$ cat src/rtl/fpu_pkg.sv
// Shared single-precision definitions used by the FPU datapath units.
// Contents:
//   - IEEE-754 single field widths and bit positions
//   - exponent bias and the all-ones (infinity/NaN) exponent code
//   - significand and full product widths for the 24x24 multiplier
//   - packed single-precision struct and a field-packing helper
package fpu_pkg;

   localparam int SP_W        = 32;
   localparam int SP_EXP_W    = 8;
   localparam int SP_FRAC_W   = 23;
   localparam int SP_SIGN_POS = 31;
   localparam int SP_EXP_LSB  = 23;
   localparam int SP_FRAC_LSB = 0;

   localparam int EXP_BIAS    = 127;
   localparam int EXP_MAX     = 255;

   localparam int SP_MAN_W    = SP_FRAC_W + 1;
   localparam int SP_PROD_W   = 2 * SP_MAN_W;

   typedef struct packed {
      logic                 sign;
      logic [SP_EXP_W-1:0]  exp;
      logic [SP_FRAC_W-1:0] frac;
   } spFloat_t;

   function automatic spFloat_t packSp(input logic sign,
                                       input logic [SP_EXP_W-1:0] exp,
                                       input logic [SP_FRAC_W-1:0] frac);
      spFloat_t f;
      f.sign = sign;
      f.exp  = exp;
      f.frac = frac;
      return f;
   endfunction

endpackage

$ cat src/rtl/mul_final_add_round_stage_if.sv
// Bus bundle for the multiplier final-add/round stage.
// Upstream side : InValid/InReady handshake carrying SumVec, CarryVec,
//                 ExpIn (signed), SignIn, ZeroIn.
// Downstream side: OutValid/OutReady handshake carrying Result, Overflow,
//                 Underflow.
// master: the environment (drives operands and OutReady).
// slave : the stage itself.
interface mul_final_add_round_stage_if
   import fpu_pkg::*;
#(
   parameter int MAN_W = 24,
   parameter int EXP_W = 10
);
   localparam int PW = 2 * MAN_W;

   logic                    InValid;
   logic                    InReady;
   logic [PW-1:0]           SumVec;
   logic [PW-1:0]           CarryVec;
   logic signed [EXP_W-1:0] ExpIn;
   logic                    SignIn;
   logic                    ZeroIn;

   logic                    OutValid;
   logic                    OutReady;
   logic [SP_W-1:0]         Result;
   logic                    Overflow;
   logic                    Underflow;

   modport master (
      output InValid, SumVec, CarryVec, ExpIn, SignIn, ZeroIn, OutReady,
      input  InReady, OutValid, Result, Overflow, Underflow
   );

   modport slave (
      input  InValid, SumVec, CarryVec, ExpIn, SignIn, ZeroIn, OutReady,
      output InReady, OutValid, Result, Overflow, Underflow
   );

endinterface

$ cat src/rtl/mul_round_pack.sv
// Combinational normalize / round-to-nearest-even / pack for a resolved
// significand product.
// Ports:
//   prod      in  2*MAN_W  unsigned product, leading one at bit PW-1 or PW-2
//   expIn     in  EXP_W    signed biased exponent before normalization
//   sign      in  1        result sign
//   zero      in  1        an operand was zero
//   result    out 32       packed IEEE-754 single
//   overflow  out 1        result saturated to infinity
//   underflow out 1        result flushed to zero (no denormals)
module mul_round_pack
   import fpu_pkg::*;
#(
   parameter int MAN_W = 24,
   parameter int EXP_W = 10
) (
   input  logic [2*MAN_W-1:0]      prod,
   input  logic signed [EXP_W-1:0] expIn,
   input  logic                    sign,
   input  logic                    zero,
   output logic [SP_W-1:0]         result,
   output logic                    overflow,
   output logic                    underflow
);

   localparam int PW = 2 * MAN_W;
   localparam int FW = MAN_W - 1;
   // Two spare bits so that normalize (+1) and rounding carry (+1) can never
   // wrap the signed exponent.
   localparam int EW = EXP_W + 2;

   localparam logic signed [EW-1:0] ONE_S     = EW'(1);
   localparam logic signed [EW-1:0] ZERO_S    = '0;
   localparam logic signed [EW-1:0] EXP_MAX_S = EW'(EXP_MAX);

   function automatic logic roundUp(input logic guard, input logic sticky,
                                    input logic lsb);
      return guard && (sticky || lsb);
   endfunction

   function automatic logic [FW:0] roundFrac(input logic [FW-1:0] frac,
                                             input logic up);
      return {1'b0, frac} + {{FW{1'b0}}, up};
   endfunction

   logic [FW-1:0]          frac;
   logic                   guard;
   logic                   sticky;
   logic [FW:0]            rounded;
   logic signed [EW-1:0]   expNorm;
   logic signed [EW-1:0]   expFin;
   spFloat_t               res;

   always_comb begin
      // A product in [2,4) has its leading one at PW-1; otherwise shift by one.
      frac    = prod[PW-1] ? prod[PW-2 -: FW]     : prod[PW-3 -: FW];
      guard   = prod[PW-1] ? prod[PW-2-FW]        : prod[PW-3-FW];
      sticky  = prod[PW-1] ? |prod[PW-3-FW:0]     : |prod[PW-4-FW:0];

      expNorm = EW'(expIn);
      if (prod[PW-1]) begin
         expNorm = expNorm + ONE_S;
      end

      // All-ones fraction rounding up carries out into the exponent; the
      // remaining fraction bits are already zero in that case.
      rounded = roundFrac(frac, roundUp(guard, sticky, frac[0]));
      expFin  = rounded[FW] ? (expNorm + ONE_S) : expNorm;

      res       = packSp(sign, expFin[SP_EXP_W-1:0], rounded[FW-1:0]);
      overflow  = 1'b0;
      underflow = 1'b0;

      if (zero) begin
         res = packSp(sign, '0, '0);
      end else if (expFin >= EXP_MAX_S) begin
         res      = packSp(sign, '1, '0);
         overflow = 1'b1;
      end else if (expFin <= ZERO_S) begin
         res       = packSp(sign, '0, '0);
         underflow = 1'b1;
      end

      result = res;
   end

endmodule

$ cat src/rtl/mul_final_add_round_stage.sv
// Final carry-propagate add, normalize, round and pack for the 24x24
// significand multiplier. Sits between the Wallace tree and the FPU result
// mux. The PW-bit add is split at HALF: the low half is resolved in stage 1,
// the high half plus the registered low carry in stage 2, which then feeds
// the round/pack logic into the output register.
// Ports:
//   Clk    in  rising-edge clock
//   Reset  in  asynchronous active-high reset
//   bus    slave side of mul_final_add_round_stage_if:
//          InValid/InReady, SumVec, CarryVec, ExpIn, SignIn, ZeroIn in;
//          OutValid/OutReady, Result, Overflow, Underflow out.
// Latency 2 cycles, one item per cycle, full backpressure without bubbles.
module mul_final_add_round_stage
   import fpu_pkg::*;
#(
   parameter int MAN_W = 24,
   parameter int EXP_W = 10,
   parameter int HALF  = 24
) (
   input  logic                          Clk,
   input  logic                          Reset,
   mul_final_add_round_stage_if.slave    bus
);

   localparam int PW = 2 * MAN_W;
   localparam int HW = PW - HALF;

   logic                    vld_p1;
   logic [HALF-1:0]         lowSum_p1;
   logic                    lowCarry_p1;
   logic [HW-1:0]           sumHi_p1;
   logic [HW-1:0]           carryHi_p1;
   logic signed [EXP_W-1:0] exp_p1;
   logic                    sign_p1;
   logic                    zero_p1;

   logic                    vld_p2;
   logic [SP_W-1:0]         result_p2;
   logic                    ovf_p2;
   logic                    unf_p2;

   logic                    s1Adv;
   logic                    s2Adv;
   logic [HALF:0]           lowSum;
   logic [HW-1:0]           pHi;
   logic [PW-1:0]           prod;
   logic [SP_W-1:0]         packResult;
   logic                    packOvf;
   logic                    packUnf;

   // A stage may load when it is empty or its content moves on this cycle.
   assign s2Adv       = !vld_p2 || bus.OutReady;
   assign s1Adv       = !vld_p1 || s2Adv;
   assign bus.InReady = s1Adv;

   assign lowSum = {1'b0, bus.SumVec[HALF-1:0]} + {1'b0, bus.CarryVec[HALF-1:0]};

   // ---- stage 1: low-half add, carry the high halves forward ----
   always_ff @(posedge Clk or posedge Reset) begin
      if (Reset) begin
         vld_p1      <= 1'b0;
         lowSum_p1   <= '0;
         lowCarry_p1 <= 1'b0;
         sumHi_p1    <= '0;
         carryHi_p1  <= '0;
         exp_p1      <= '0;
         sign_p1     <= 1'b0;
         zero_p1     <= 1'b0;
      end else if (s1Adv) begin
         vld_p1 <= bus.InValid;
         if (bus.InValid) begin
            lowSum_p1   <= lowSum[HALF-1:0];
            lowCarry_p1 <= lowSum[HALF];
            sumHi_p1    <= bus.SumVec[PW-1:HALF];
            carryHi_p1  <= bus.CarryVec[PW-1:HALF];
            exp_p1      <= bus.ExpIn;
            sign_p1     <= bus.SignIn;
            zero_p1     <= bus.ZeroIn;
         end
      end
   end

   // ---- stage 2: high-half add, normalize/round/pack into output register ----
   assign pHi  = sumHi_p1 + carryHi_p1 + {{(HW-1){1'b0}}, lowCarry_p1};
   assign prod = {pHi, lowSum_p1};

   mul_round_pack #(
      .MAN_W (MAN_W),
      .EXP_W (EXP_W)
   ) u_roundPack (
      .prod      (prod),
      .expIn     (exp_p1),
      .sign      (sign_p1),
      .zero      (zero_p1),
      .result    (packResult),
      .overflow  (packOvf),
      .underflow (packUnf)
   );

   always_ff @(posedge Clk or posedge Reset) begin
      if (Reset) begin
         vld_p2    <= 1'b0;
         result_p2 <= '0;
         ovf_p2    <= 1'b0;
         unf_p2    <= 1'b0;
      end else if (s2Adv) begin
         vld_p2 <= vld_p1;
         if (vld_p1) begin
            result_p2 <= packResult;
            ovf_p2    <= packOvf;
            unf_p2    <= packUnf;
         end
      end
   end

   assign bus.OutValid  = vld_p2;
   assign bus.Result    = result_p2;
   assign bus.Overflow  = ovf_p2;
   assign bus.Underflow = unf_p2;

endmodule

$ cat src/flat_wrapper.sv
// flat-port wrapper written by rule: the top's interface ports become plain ports
module mul_final_add_round_stage_flat import fpu_pkg::*;
#(
   parameter int MAN_W = 24,
   parameter int EXP_W = 10,
   parameter int HALF  = 24
)
  (Clk, Reset, bus_InValid, bus_SumVec, bus_CarryVec, bus_ExpIn, bus_SignIn, bus_ZeroIn, bus_OutReady, bus_InReady, bus_OutValid, bus_Result, bus_Overflow, bus_Underflow);
  mul_final_add_round_stage_if #(.MAN_W(MAN_W), .EXP_W(EXP_W)) bus_i ();
  input  logic Clk;
  input  logic Reset;
  input wire logic [$bits(bus_i.InValid)-1:0] bus_InValid;
  input wire logic [$bits(bus_i.SumVec)-1:0] bus_SumVec;
  input wire logic [$bits(bus_i.CarryVec)-1:0] bus_CarryVec;
  input wire logic [$bits(bus_i.ExpIn)-1:0] bus_ExpIn;
  input wire logic [$bits(bus_i.SignIn)-1:0] bus_SignIn;
  input wire logic [$bits(bus_i.ZeroIn)-1:0] bus_ZeroIn;
  input wire logic [$bits(bus_i.OutReady)-1:0] bus_OutReady;
  output wire logic [$bits(bus_i.InReady)-1:0] bus_InReady;
  output wire logic [$bits(bus_i.OutValid)-1:0] bus_OutValid;
  output wire logic [$bits(bus_i.Result)-1:0] bus_Result;
  output wire logic [$bits(bus_i.Overflow)-1:0] bus_Overflow;
  output wire logic [$bits(bus_i.Underflow)-1:0] bus_Underflow;
  assign bus_i.InValid = bus_InValid;
  assign bus_i.SumVec = bus_SumVec;
  assign bus_i.CarryVec = bus_CarryVec;
  assign bus_i.ExpIn = bus_ExpIn;
  assign bus_i.SignIn = bus_SignIn;
  assign bus_i.ZeroIn = bus_ZeroIn;
  assign bus_i.OutReady = bus_OutReady;
  assign bus_InReady = bus_i.InReady;
  assign bus_OutValid = bus_i.OutValid;
  assign bus_Result = bus_i.Result;
  assign bus_Overflow = bus_i.Overflow;
  assign bus_Underflow = bus_i.Underflow;
  mul_final_add_round_stage #(.MAN_W(MAN_W), .EXP_W(EXP_W), .HALF(HALF)) u_core (.Clk(Clk), .Reset(Reset), .bus(bus_i));
endmodule
$ cat config.mk
export PLATFORM = sky130hd
export DESIGN_NAME = mul_final_add_round_stage_flat
export DESIGN_NICKNAME = d
export VERILOG_FILES = /design/src/rtl/fpu_pkg.sv /design/src/rtl/mul_final_add_round_stage_if.sv /design/src/rtl/mul_round_pack.sv /design/src/rtl/mul_final_add_round_stage.sv /design/src/flat_wrapper.sv
export SDC_FILE = /design/constraint.sdc
export NUM_CORES = 1
export LEC_CHECK = 0
export BUFFER_PORTS_ARGS = -buffer_cell sky130_fd_sc_hd__buf_2
export CORE_MARGIN = 10
export CORE_UTILIZATION = 25
export CTS_CLUSTER_DIAMETER = 80
export DETAILED_ROUTE_END_ITERATION = 8
export REMOVE_ABC_BUFFERS = 1
export SYNTH_ARGS = -nofsm -noshare
export SYNTH_HDL_FRONTEND = slang
export SYNTH_HIERARCHICAL = 1
export SYNTH_SLANG_ARGS = --single-unit
$ cat constraint.sdc
create_clock -name Clk -period 12.04 [get_ports Clk]
set_input_delay 0 -clock Clk [delete_from_list [all_inputs] [get_ports Clk]]
set_output_delay 0 -clock Clk [all_outputs]
set_load 0.05 [all_outputs]
==> flow_summary.yaml <==
global_route:
  grt_overflow: 0
  antenna_found_initial: 1
  first_global_vias: 7835
  grt_max_degree: 81
  grtUsageTotal: 0.116
  grt_pass1_wl_um: 41600
clock_tree:
  cts.sinks: 121
  ctsRootBufferMaster: "clkbuf_16"
  clk_transition_reported_paths_ns: 0.06
  hold_buffers: 66
  cts_htree_levels: 4
  cts_tree: "built"
  cts_buffer_depth: 2
  ctsResizeCount: 0
  cts_made_buffers: 17
  clock_latency_ns: 0.42
  post-cts-setup-buffer-count: 0
synth:
  syn_inst: 918
  synth-seq-area-share: 0.341
  yosysWarnings: 6
  synthTopCellsByArea: "dfrtp_1, mux2_2, ha_1"
  synth.distinct_cells: 76
  synthTopCellsByCount: "dfrtp_1, mux2_2, nand2_1"
  avgSynthCellArea_um2: 9.68
  async_flop_share: 1.00
  syn_area_um2: 8890
  synth_most_common_cell: "dfrtp_1"
  synth_seq_cells: 121
  synth_top_area_frac: 0.341
  synth_edf_count: 0
  yosys.area.top_type: "dfrtp_1"
  ys.flop_type: "dfrtp_1"
power:
  switchingPower_mw: 0.820
  clkPwrFrac: 0.270
  power_switching_share: 0.403
  p_leak_nw: 4.90
  p_int_mw: 1.21
  peakVddDrop_mv: 0.0999
  seq_power_share: 0.258
  power_density_nw_per_um2: 179
  total_power_mw: 2.03
  power_frac_comb: 0.472
route:
  post_drt_wl_per_cell_um: 16.0
  first_pass_iters: 5
  drt-initial-drc-count: 481
  drc: 0
  wl_um: 25500
  routed_via_density: 4.77
  num_vias: 7585
  detail-route-antenna-nets: 0
finish:
  nNetsFinal: 1279
  syn2layout_area_growth_pct: 28.1
  final_area_um2: 11400
  finalNonFillerCells: 1590
  num-fill-cells: 3656
  drive_above_1_share: 0.277
sta:
  fin_ws_ns: 5.17
  max_slew_margin: 0.215
  hold_viol: 0
  rsz0062_at_grt: "no"
  fmax_mhz: 145
  min_period_ns: 6.87
  setup_tns_ns: 0
  clock_skew_ns: 0.0105
  finalCritPeriodShare: 0.571
  finalSetupViolCount: 0
  slew_viol_final: 0
  worst_pin_slew_ns: 1.17
worst_setup_path:
  cp_num_cells: 18
  cp-endpoint: "u_core/bus.Result[6]"
  r2r_start: "u_core/sumHi_p1[3]"
  arrival_ns: 7.23
  crit_buf_inv: 2
  crit_chain: "ha_1 -> nand3_1 -> nor2_1 -> nor2_1 -> o31a_2 -> o31ai_4 -> mux2i_1 -> a2111oi_4 -> buf_4 -> mux2i_1 -> or4b_1 -> or4_1 -> or4_1 -> a22oi_2 -> o41ai_4 -> buf_4 -> a2111oi_0 -> mux2_2"
  r2r-end: "u_core/bus.Result[6]"
  path_delay_family: "simple AND/OR/NAND/NOR gates"
  endpoint_kind: "flip-flop"
  rr_worst_depth: 18
  crit_fanout: 61
  crit_path_max_incr_delay_ns: 0.76
  required_ns: 12.40
  ff2ff_setup_slack_ns: 5.17
  crit_slowest_cell: "or4_1"
  start_kind: "flip-flop"
  path_class: "reg -> reg"
  cp-startpoint: "u_core/sumHi_p1[3]"
floorplan:
  die_x_um: 209
  start_util: 0.252
  die_area_um2: 43500
  chipHeight_um: 209
  io-pin-count: 148
  core-area_um2: 35300
  rows: 69
place:
  dp_hpwl_um: 19700
  place_congestion: 0.848
  place_area_um2: 10100
  pre_cts_ws_ns: 5.18
  numPortBuffers: 147
  place_inst: 1491
worst_hold_path:
  hp-class: "in -> reg"
  min_path_cells: 3
job:
  cap_violations: 0
status:
  status: "completed"
-- per-stage QoR --
stage	hold slack [ns]	utilization
floorplan	0.108	-
global placement	0.179	0.286
detailed placement	0.190	0.286
CTS	0.0194	0.322
global route	0.0258	0.322
finish	0.0365	0.322
-- cell usage in the layout (no fill, tap or decap), types with 17 or more instances in the layout --
master and instances:
mux2_2 102, ha_1 49, clkbuf_16 17, nand2_1 83
a21oi_1 61, xor2_1 39, inv_1 18, nor3_1 26
xnor2_1 54, nand3_1 24, nand4_1 21, nor2_1 38
dlygate4sd3_1 66, dfrtp_1 121, buf_2 147, o21ai_0 44
-- power groups by stage --
stage	clock network [mW]	registers, mW	logic [mW]
floorplan	0	0.585	0.678
global placement	0	0.529	0.936
detailed placement	0	0.532	0.943
CTS	0.569	0.525	0.966
global route	0.585	0.535	1.06
finish	0.550	0.524	0.960
-- worst min-delay path by stage --
| stage | from | to | slack, ns |
|---|---|---|---|
| 2_1_floorplan | bus_InValid | u_core/vld_p1 | 0.11 |
| 3_3_place_gp | Reset | u_core/carryHi_p1[11] | 0.18 |
| 3_5_place_dp | Reset | u_core/carryHi_p1[10] | 0.19 |
| 4_1_cts | bus_CarryVec[1] | u_core/lowSum_p1[1] | 0.02 |
| 5_1_grt | bus_CarryVec[1] | u_core/lowSum_p1[1] | 0.03 |
| 6_report | bus_CarryVec[1] | u_core/lowSum_p1[1] | 0.04 |
-- state kept, by name, summed over array words and instances, names as in the netlist --
register / flops
u_core/carryHi_p1: 24
u_core/lowCarry_p1: 1
u_core/vld_p1: 1
u_core/lowSum_p1: 24
u_core/sumHi_p1: 24
u_core/bus.OutValid: 1
u_core/bus.Underflow: 1
u_core/exp_p1: 10
u_core/sign_p1: 1
u_core/bus.Result: 32
u_core/zero_p1: 1
u_core/bus.Overflow: 1
-- cell type report --
class                      instances  area, um2  share of cell area
multi-input combinational        737       5620               0.494
sequential                       121       3030               0.266
timing repair buffer             219       1440               0.127
tap                              461        577              0.0507
clock buffer                      20        467              0.0410
clock inverter                    12        171              0.0151
inverter                          19       73.8             0.00648
antenna                            1       2.50            0.000220
-- worst register-to-register path: stages (launching register included) --
cell and delay, ns:
dfrtp_1 0.38, ha_1 0.37, nand3_1 0.09, nor2_1 0.17, nor2_1 0.10, o31a_2 0.41
o31ai_4 0.33, mux2i_1 0.17, a2111oi_4 0.32, buf_4 0.62, mux2i_1 0.23, or4b_1 0.75
or4_1 0.77, or4_1 0.54, a22oi_2 0.51, o41ai_4 0.17, buf_4 0.26, a2111oi_0 0.41
mux2_2 0.22
-- kinds of logic (layout without fill, tap and decap cells) --
family / Yosys count / after routing / share of synthesized area
flops: 121 / 121 / 0.341
buf+inv: 60 / 270 / 0.0290
xor+xnor: 93 / 93 / 0.0916
fa+ha+maj: 52 / 52 / 0.0757
simple gates: 264 / 264 / 0.150
mux: 118 / 118 / 0.148
other cells: 0 / 1 / 0
compound gates: 210 / 210 / 0.165
-- layer usage --
| metal | wire [um] | vias to the layer above | share of wire | global-route usage |
|---|---|---|---|---|
| li1 | - | 3793 | - | - |
| met1 | 11800 | 3615 | 0.46 | 0.146 |
| met2 | 12600 | 167 | 0.49 | 0.201 |
| met3 | 907 | 10 | 0.036 | 0.0215 |
| met4 | 193 | 0 | 0.0076 | 0.0300 |
| met5 | 0 | - | 0 | 0 |
(Power assumes the default switching activity.)
